File: config.mk
export PLATFORM = sky130hd
export DESIGN_NAME = gpio_button_decode_flat
export DESIGN_NICKNAME = d
export VERILOG_FILES = /design/src/rtl/gpio_button_decode_if.sv /design/src/rtl/gpio_button_decode.sv /design/src/flat_wrapper.sv
export SDC_FILE = /design/constraint.sdc
export NUM_CORES = 1
export LEC_CHECK = 0
export ABC_AREA = 1
export CAP_MARGIN = 20
export CORE_ASPECT_RATIO = 0.7
export CORE_UTILIZATION = 35
export CTS_BUF_LIST = sky130_fd_sc_hd__clkbuf_4
export CTS_CLUSTER_SIZE = 30
export DETAILED_ROUTE_END_ITERATION = 8
export GPL_TIMING_DRIVEN = 0
export PLACE_DENSITY = 0.56
export REMOVE_ABC_BUFFERS = 1
export SLEW_MARGIN = 20
export SYNTH_ARGS = -nofsm -noshare
export SYNTH_HDL_FRONTEND = slang
export SYNTH_SLANG_ARGS = --single-unit
export TNS_END_PERCENT = 5
File: constraint.sdc
create_clock -name i_clk -period 2 [get_ports i_clk]
set_input_delay 0.3 -clock i_clk [delete_from_list [all_inputs] [get_ports i_clk]]
set_output_delay 0.3 -clock i_clk [all_outputs]
set_load 0.01 [all_outputs]
File: src/rtl/gpio_button_decode_if.sv
// Button decode port bundle: synchronised GPIO level in, debounced level and press pulses out.
// master drives the pin level and observes the decode; slave is the decoder.
interface gpio_button_decode_if;
  logic i_sync;
  logic o_level;
  logic o_rise;
  logic o_fall;
  logic o_short;
  logic o_long;
  logic o_held;

  modport master (
    output i_sync,
    input  o_level, o_rise, o_fall, o_short, o_long, o_held
  );

  modport slave (
    input  i_sync,
    output o_level, o_rise, o_fall, o_short, o_long, o_held
  );
endinterface

File: src/rtl/gpio_button_decode.sv
// Debounces one synchronised GPIO level, emits edge pulses and classifies presses as short/long.
// Every output is a flop; a debounced change appears DEBOUNCE_CYCLES edges after the input settles.
module gpio_button_decode #(
  parameter int DEBOUNCE_CYCLES = 12000,
  parameter int LONG_CYCLES     = 6000000,
  parameter bit ACTIVE_LOW      = 1'b1
) (
  input  logic                 i_clk,
  input  logic                 i_rst,
  gpio_button_decode_if.slave  btn
);

  localparam int DW = $clog2(DEBOUNCE_CYCLES);
  localparam int HW = $clog2(LONG_CYCLES + 1);
  localparam logic [DW-1:0] DEB_LAST  = DW'(DEBOUNCE_CYCLES - 1);
  localparam logic [HW-1:0] HOLD_LAST = HW'(LONG_CYCLES - 1);

  typedef enum logic [1:0] {
    IDLE    = 2'd0,
    PRESSED = 2'd1,
    LONG    = 2'd2
  } state_e;

  logic          raw;
  logic [DW-1:0] deb_cnt_q, deb_cnt_d;
  logic          level_q, level_d;
  logic          rise_q, rise_d;
  logic          fall_q, fall_d;
  logic [HW-1:0] hold_q, hold_d;
  state_e        state_q, state_d;
  logic          short_q, short_d;
  logic          long_q, long_d;
  logic          held_q, held_d;

  assign raw = btn.i_sync ^ ACTIVE_LOW;

  always_comb begin
    deb_cnt_d = deb_cnt_q;
    level_d   = level_q;
    rise_d    = 1'b0;
    fall_d    = 1'b0;
    if (raw == level_q) begin
      deb_cnt_d = '0;
    end else if (deb_cnt_q == DEB_LAST) begin
      level_d   = raw;
      deb_cnt_d = '0;
      rise_d    = raw;
      fall_d    = ~raw;
    end else begin
      deb_cnt_d = deb_cnt_q + DW'(1);
    end
  end

  // hold_q reads 0 in the o_rise cycle and k in cycle T+k, so hitting
  // LONG_CYCLES-1 at T+LONG_CYCLES-1 lands o_long exactly at T+LONG_CYCLES.
  always_comb begin
    state_d = state_q;
    hold_d  = hold_q;
    short_d = 1'b0;
    long_d  = 1'b0;
    if (rise_d) begin
      hold_d = '0;
    end else if (rise_q || state_q == PRESSED) begin
      hold_d = hold_q + HW'(1);
    end
    case (state_q)
      IDLE: begin
        if (rise_q) state_d = PRESSED;
      end
      PRESSED: begin
        if (!level_q) begin
          state_d = IDLE;
          short_d = 1'b1;
        end else if (hold_q == HOLD_LAST) begin
          state_d = LONG;
          long_d  = 1'b1;
        end
      end
      LONG: begin
        if (!level_q) state_d = IDLE;
      end
      default: state_d = IDLE;
    endcase
    held_d = (state_d == LONG);
  end

  always_ff @(posedge i_clk) begin
    if (i_rst) begin
      deb_cnt_q <= '0;
      level_q   <= 1'b0;
      rise_q    <= 1'b0;
      fall_q    <= 1'b0;
      hold_q    <= '0;
      state_q   <= IDLE;
      short_q   <= 1'b0;
      long_q    <= 1'b0;
      held_q    <= 1'b0;
    end else begin
      deb_cnt_q <= deb_cnt_d;
      level_q   <= level_d;
      rise_q    <= rise_d;
      fall_q    <= fall_d;
      hold_q    <= hold_d;
      state_q   <= state_d;
      short_q   <= short_d;
      long_q    <= long_d;
      held_q    <= held_d;
    end
  end

  assign btn.o_level = level_q;
  assign btn.o_rise  = rise_q;
  assign btn.o_fall  = fall_q;
  assign btn.o_short = short_q;
  assign btn.o_long  = long_q;
  assign btn.o_held  = held_q;

endmodule

File: src/flat_wrapper.sv
// flat-port wrapper written by rule: the top's interface ports become plain ports
module gpio_button_decode_flat 
#(
  parameter int DEBOUNCE_CYCLES = 12000,
  parameter int LONG_CYCLES     = 6000000,
  parameter bit ACTIVE_LOW      = 1'b1
)
  (i_clk, i_rst, btn_i_sync, btn_o_level, btn_o_rise, btn_o_fall, btn_o_short, btn_o_long, btn_o_held);
  gpio_button_decode_if btn_i ();
  input  logic i_clk;
  input  logic i_rst;
  input wire logic [$bits(btn_i.i_sync)-1:0] btn_i_sync;
  output wire logic [$bits(btn_i.o_level)-1:0] btn_o_level;
  output wire logic [$bits(btn_i.o_rise)-1:0] btn_o_rise;
  output wire logic [$bits(btn_i.o_fall)-1:0] btn_o_fall;
  output wire logic [$bits(btn_i.o_short)-1:0] btn_o_short;
  output wire logic [$bits(btn_i.o_long)-1:0] btn_o_long;
  output wire logic [$bits(btn_i.o_held)-1:0] btn_o_held;
  assign btn_i.i_sync = btn_i_sync;
  assign btn_o_level = btn_i.o_level;
  assign btn_o_rise = btn_i.o_rise;
  assign btn_o_fall = btn_i.o_fall;
  assign btn_o_short = btn_i.o_short;
  assign btn_o_long = btn_i.o_long;
  assign btn_o_held = btn_i.o_held;
  gpio_button_decode #(.DEBOUNCE_CYCLES(DEBOUNCE_CYCLES), .LONG_CYCLES(LONG_CYCLES), .ACTIVE_LOW(ACTIVE_LOW)) u_core (.i_clk(i_clk), .i_rst(i_rst), .btn(btn_i));
endmodule
Word-level counts from Yosys, hierarchy flattened
Cells that the tools add are included.

word-level totals
  bits in registers = 45
  input bits = 3
  output and inout bits = 6
  logic and storage cells = 39

cells by class
  $add $sub $neg = 2
  equal/unequal tests = 6
  muxes and demuxes = 9
  bitwise gates (word level) = 5
  reductions and logical operators = 8

operator list
  operator                                       number
  adder 23 x 1 -> 23 bit, second input constant  1
  == test 23 bit, second input constant          1
  adder 14 x 1 -> 14 bit, second input constant  1
  == test 14 bit, second input constant          1
  OR reduction 3 bit                             3
  two-way mux 2 bit                              4
  one-hot mux 2 bit (3 select lines)             1
  NOT 1 bit                                      5
  == test 2 bit, second input constant           2
  two-way mux 1 bit                              4
  OR reduction 2 bit                             2
  == test 2 x 1 -> 1 bit, second input constant  1
  logical NOT 2 bit                              1
  AND reduction 2 bit                            1
  == test 1 bit                                  1
  logical OR 1 bit                               1

Longest topological paths before layout
  depth after elaboration = 5
  depth in mapped cells = 10
  gate-level depth less buffers = 9

Worst setup path before layout
Ideal clock, no wire load.

  path kind = register -> register
  from = register u_core.deb_cnt_q[0]
  to = register u_core.hold_q[16]
  library setup time = 0.122 ns
  arrival = 1.226 ns
  slack = 0.653 ns
  cell stages (with the launch flop) = 8
  buffers on the path = 1
  period minus slack after synthesis = 1.347 ns
  cells stage by stage = dfxtp_1 ha_1 nand3_2 nor2_2 nand3_2 nand2_4 buf_6 a21oi_1

on the way
  longest elaborated chain between the ends = 4

RTL lines
  what                                 line                       text
  from (decl)                          gpio_button_decode.sv:25   logic [DW-1:0] deb_cnt_q, deb_cnt_d;
  from (signal assigned)               gpio_button_decode.sv:99   deb_cnt_q <= deb_cnt_d;
  == test 14 bit                       gpio_button_decode.sv:44   end else if (deb_cnt_q == DEB_LAST) begin
  two-way mux 1 bit                    gpio_button_decode.sv:44
  two-way mux 1 bit                    gpio_button_decode.sv:42   if (raw == level_q) begin
  OR reduction 2 bit (no source line)  --
  to (signal assigned)                 gpio_button_decode.sv:103  hold_q <= hold_d;
  to (decl)                            gpio_button_decode.sv:29   logic [HW-1:0] hold_q, hold_d;

Every way passes these cells.
A chain may end at the register's enable or synchronous reset.

Worst setup path in the final report
  from = register u_core.deb_cnt_q[0]
  to = register u_core.hold_q[20]

Same word-level chain as after synthesis.

==> impl_metrics.json <==
{
  "wl_per_cell_um": 11.66,
  "cp.required_ns": 2.26,
  "drcViolationCount": 0,
  "switching_share_pct": 22.17,
  "cts_resized": 0,
  "die_area_um2": 6952,
  "power.leakage_nw": 0.8737,
  "path_buf_inv": 1,
  "cts_max_level": 2,
  "postRouteAntennaNets": 0,
  "internal_power_mw": 1.089,
  "r2r-start": "u_core.deb_cnt_q[0]",
  "cp.arrival_ns": 1.99,
  "rows": 24,
  "min_to": "u_core.deb_cnt_q[0]",
  "synth_mux_area_share_pct": 0,
  "hold_buffers": 0,
  "synth_top_family_by_area": "simple AND/OR/NAND/NOR gates",
  "ys_seq_elements": 45,
  "start_kind": "flop",
  "tns_ns": 0,
  "cts_buffer_depth": 2,
  "grt_max_degree": 16,
  "yosys.area_share.simple_pct": 41.60,
  "vias": 2088,
  "cp_cell_sequence": "ha_1 -> nand3_2 -> nor2_2 -> nand3_2 -> nand2_4 -> inv_2 -> nand2_1 -> nor2_1",
  "netlist_instances": 343,
  "setup_viol": 0,
  "clock.fmax_mhz": 579.3,
  "post_cts_buffers": 0,
  "worst_pin_slew_ns": 0.6401,
  "crit_family": "simple AND/OR/NAND/NOR gates",
  "post_synth.cell_area_avg_um2": 6.752,
  "grt_pass1_vias": 1871,
  "relSlewSlack_pct": 57.20,
  "fin_nets": 360,
  "boundaryPins": 9,
  "critical_path.max_stage_delay_ns": 0.38,
  "min_from": "u_core.deb_cnt_q[0]",
  "antennaDiodeCount": 0,
  "core-area_um2": 6306,
  "pwr_density_cell_nw_per_um2": 554.3,
  "synth-compound-area-share_pct": 6.483,
  "ir_worst_vdd_v": 0.0003531,
  "clk-insertion-delay-late_ns": 0.35,
  "track_usage_pct": 16.07,
  "grt_setup_unrepaired": "false",
  "cts_tree": "built",
  "drive_gt1_share_pct": 8.989,
  "switchingPower_mw": 0.3102,
  "yosysSeqAreaShare_pct": 38.90,
  "fin_util_pct": 40.02,
  "hold_path_depth": 1,
  "post-route-period-util_pct": 86.31,
  "first_iter_violations": 119,
  "yosysWarnings": 0,
  "cp_common_cell": "nand3_2",
  "combPwrFrac_pct": 2.2,
  "worstPathMaxFanout": 15,
  "clock-sinks": 45,
  "min_path_type": "reg2reg",
  "fp.dieH_um": 70.06,
  "routed_via_density": 4.811,
  "pwr-share-clk_pct": 33.5,
  "die_x_um": 99.23,
  "drv_slew": 0,
  "maxCapViolations": 0,
  "grt_antenna_before_repair": 0,
  "portBuffers": 8,
  "critPathCaptureType": "flop",
  "numCtsBuffers": 5,
  "drt_pass1_iterations": 4,
  "grt_overflow": 0,
  "synthAdderAreaFrac_pct": 1.080,
  "path_class": "reg2reg",
  "fin_skew_ns": 0.006820,
  "period_needed_ns": 1.726,
  "root_buffer": "clkbuf_4",
  "status": "complete, no violations",
  "r2r_slack_ns": 0.27,
  "fillers": 698,
  "initial_utilization_pct": 36.73,
  "grt_pass1_wl_mm": 8.707,
  "cp_slowest_cell": "dfxtp_1",
  "yosysUniqueCellTypes": 27,
  "finalHoldViolations": 0,
  "reg2reg_to": "u_core.hold_q[20]",
  "area_delta_synth_final_pct": 8.968,
  "syn-cell-area_um2": 2316,
  "routed_wl_mm": 5.061,
  "synth_xor_area_share_pct": 3.025,
  "reg2reg_depth": 8,
  "place_congestion": 0.8716,
  "power.share.sequential_pct": 64.3,
  "path_clk_slew_ns": 0.13,
  "hpwl_mm": 3.736
}
-- metrics by stage --
step	setup WS [ns]	hold slack (ns)	instances	power, mW	cell area, um^2
4_1_cts	0.2657	0.4678	434	1.426	2524
2_1_floorplan	0.5934	0.3691	340	0.9375	2286
6_report	0.2738	0.4656	434	1.399	2524
3_5_place_dp	0.2888	0.4410	426	0.9499	2464
3_3_place_gp	0.2837	0.4303	426	0.9499	2464
5_1_grt	0.09361	0.5125	434	1.465	2524
-- cells in the mapped netlist (all sizes together) --
cell	n	area, um^2
ha	2	25.02
dfxtp	45	900.9
xnor2	2	17.52
nand3b	2	15.01
or2	4	25.03
nor3	10	60.06
o21ai	6	30.03
nor2	63	264.0
nand2	89	356.6
nor3b	1	7.510
o21bai	1	7.510
o211ai	1	12.51
nand4	12	75.07
xor2	6	52.55
buf	3	30.03
inv	47	176.4
nand3	29	160.2
a21oi	20	100.1
-- sequential cells by signal, summed over array words and instances (netlist names) --
register            count
u_core.hold_q          23
u_core.deb_cnt_q       14
u_core.state_q          2
u_core.btn.o_held       1
u_core.btn.o_level      1
u_core.btn.o_short      1
u_core.btn.o_long       1
u_core.btn.o_rise       1
u_core.btn.o_fall       1
-- worst reg2reg max path: cells and delay by family (launching register included) --
family | cells | cell delay (ns)
adder cells (fa/ha/maj) | 1 | 0.31
buffers and inverters | 1 | 0.14
flip-flops | 1 | 0.38
AND/OR/NAND/NOR | 6 | 0.81
-- worst max path at each step --
| stage | slack (ns) | cells past startpoint | to | startpoint |
|---|---|---|---|---|
| floorplan | 0.59 | 8 | u_core.hold_q[14] | u_core.deb_cnt_q[0] |
| global placement | 0.28 | 4 | u_core.deb_cnt_q[12] | btn_i_sync |
| detailed placement | 0.29 | 4 | u_core.deb_cnt_q[12] | btn_i_sync |
| CTS | 0.27 | 8 | u_core.hold_q[20] | u_core.deb_cnt_q[0] |
| global route | 0.09 | 8 | u_core.hold_q[20] | u_core.deb_cnt_q[0] |
| finish | 0.27 | 8 | u_core.hold_q[20] | u_core.deb_cnt_q[0] |
-- logic make-up (layout without fill, tap and decap cells) --
| family | count (synthesis) | after routing |
|---|---|---|
| buffers and inverters | 50 | 63 |
| AND/OR/NAND/NOR | 210 | 210 |
| adder cells (fa/ha/maj) | 2 | 2 |
| AO/OA/AOI/OAI | 28 | 28 |
| XOR/XNOR | 8 | 8 |
| flip-flops | 45 | 45 |
-- placed cells by master, fill, tap and decap left out --
master and instances:
nand2_1 82, nor2_1 56, dfxtp_1 45, inv_1 43, nand3_1 26, a21oi_1 20
nand4_1 12, nor3_1 8, clkbuf_4 8, clkdlybuf4s50_1 8, nand2_2 6, o21ai_0 6
xor2_1 6, nor2_2 5, inv_2 4, nand3_2 3, or2_0 3, nor2_4 2
xnor2_1 2, nor3_2 2, nand3b_1 2, ha_1 2, nand2_4 1, nor3b_1 1
o211ai_2 1, or2_1 1, o21bai_1 1
-- metal layers --
metal / global-route usage [%] / wire [um] / vias up
met5: 0 / 0 / -
met4: 5.556 / 57 / 0
met3: 3.704 / 326 / 5
met2: 22.22 / 1794 / 52
met1: 24.08 / 2882 / 917
li1: - / - / 1114
-- area by class of cell --
type | instances | area (um^2) | area share (%)
clock buffer | 8 | 60.06 | 2.380
tap | 78 | 97.59 | 3.867
sequential | 45 | 900.9 | 35.70
multi-input combinational | 248 | 1209 | 47.89
timing repair buffer | 8 | 80.08 | 3.173
inverter | 47 | 176.4 | 6.991
-- power by group through the flow --
stage	logic, mW	clock network, mW	registers, mW
6_report	0.0302	0.469	0.900
5_1_grt	0.0350	0.529	0.900
4_1_cts	0.0305	0.496	0.900
3_5_place_dp	0.0305	0	0.919
3_3_place_gp	0.0305	0	0.919
2_1_floorplan	0.0183	0	0.919
No activity file was read; power rests on OpenSTA's default activity.
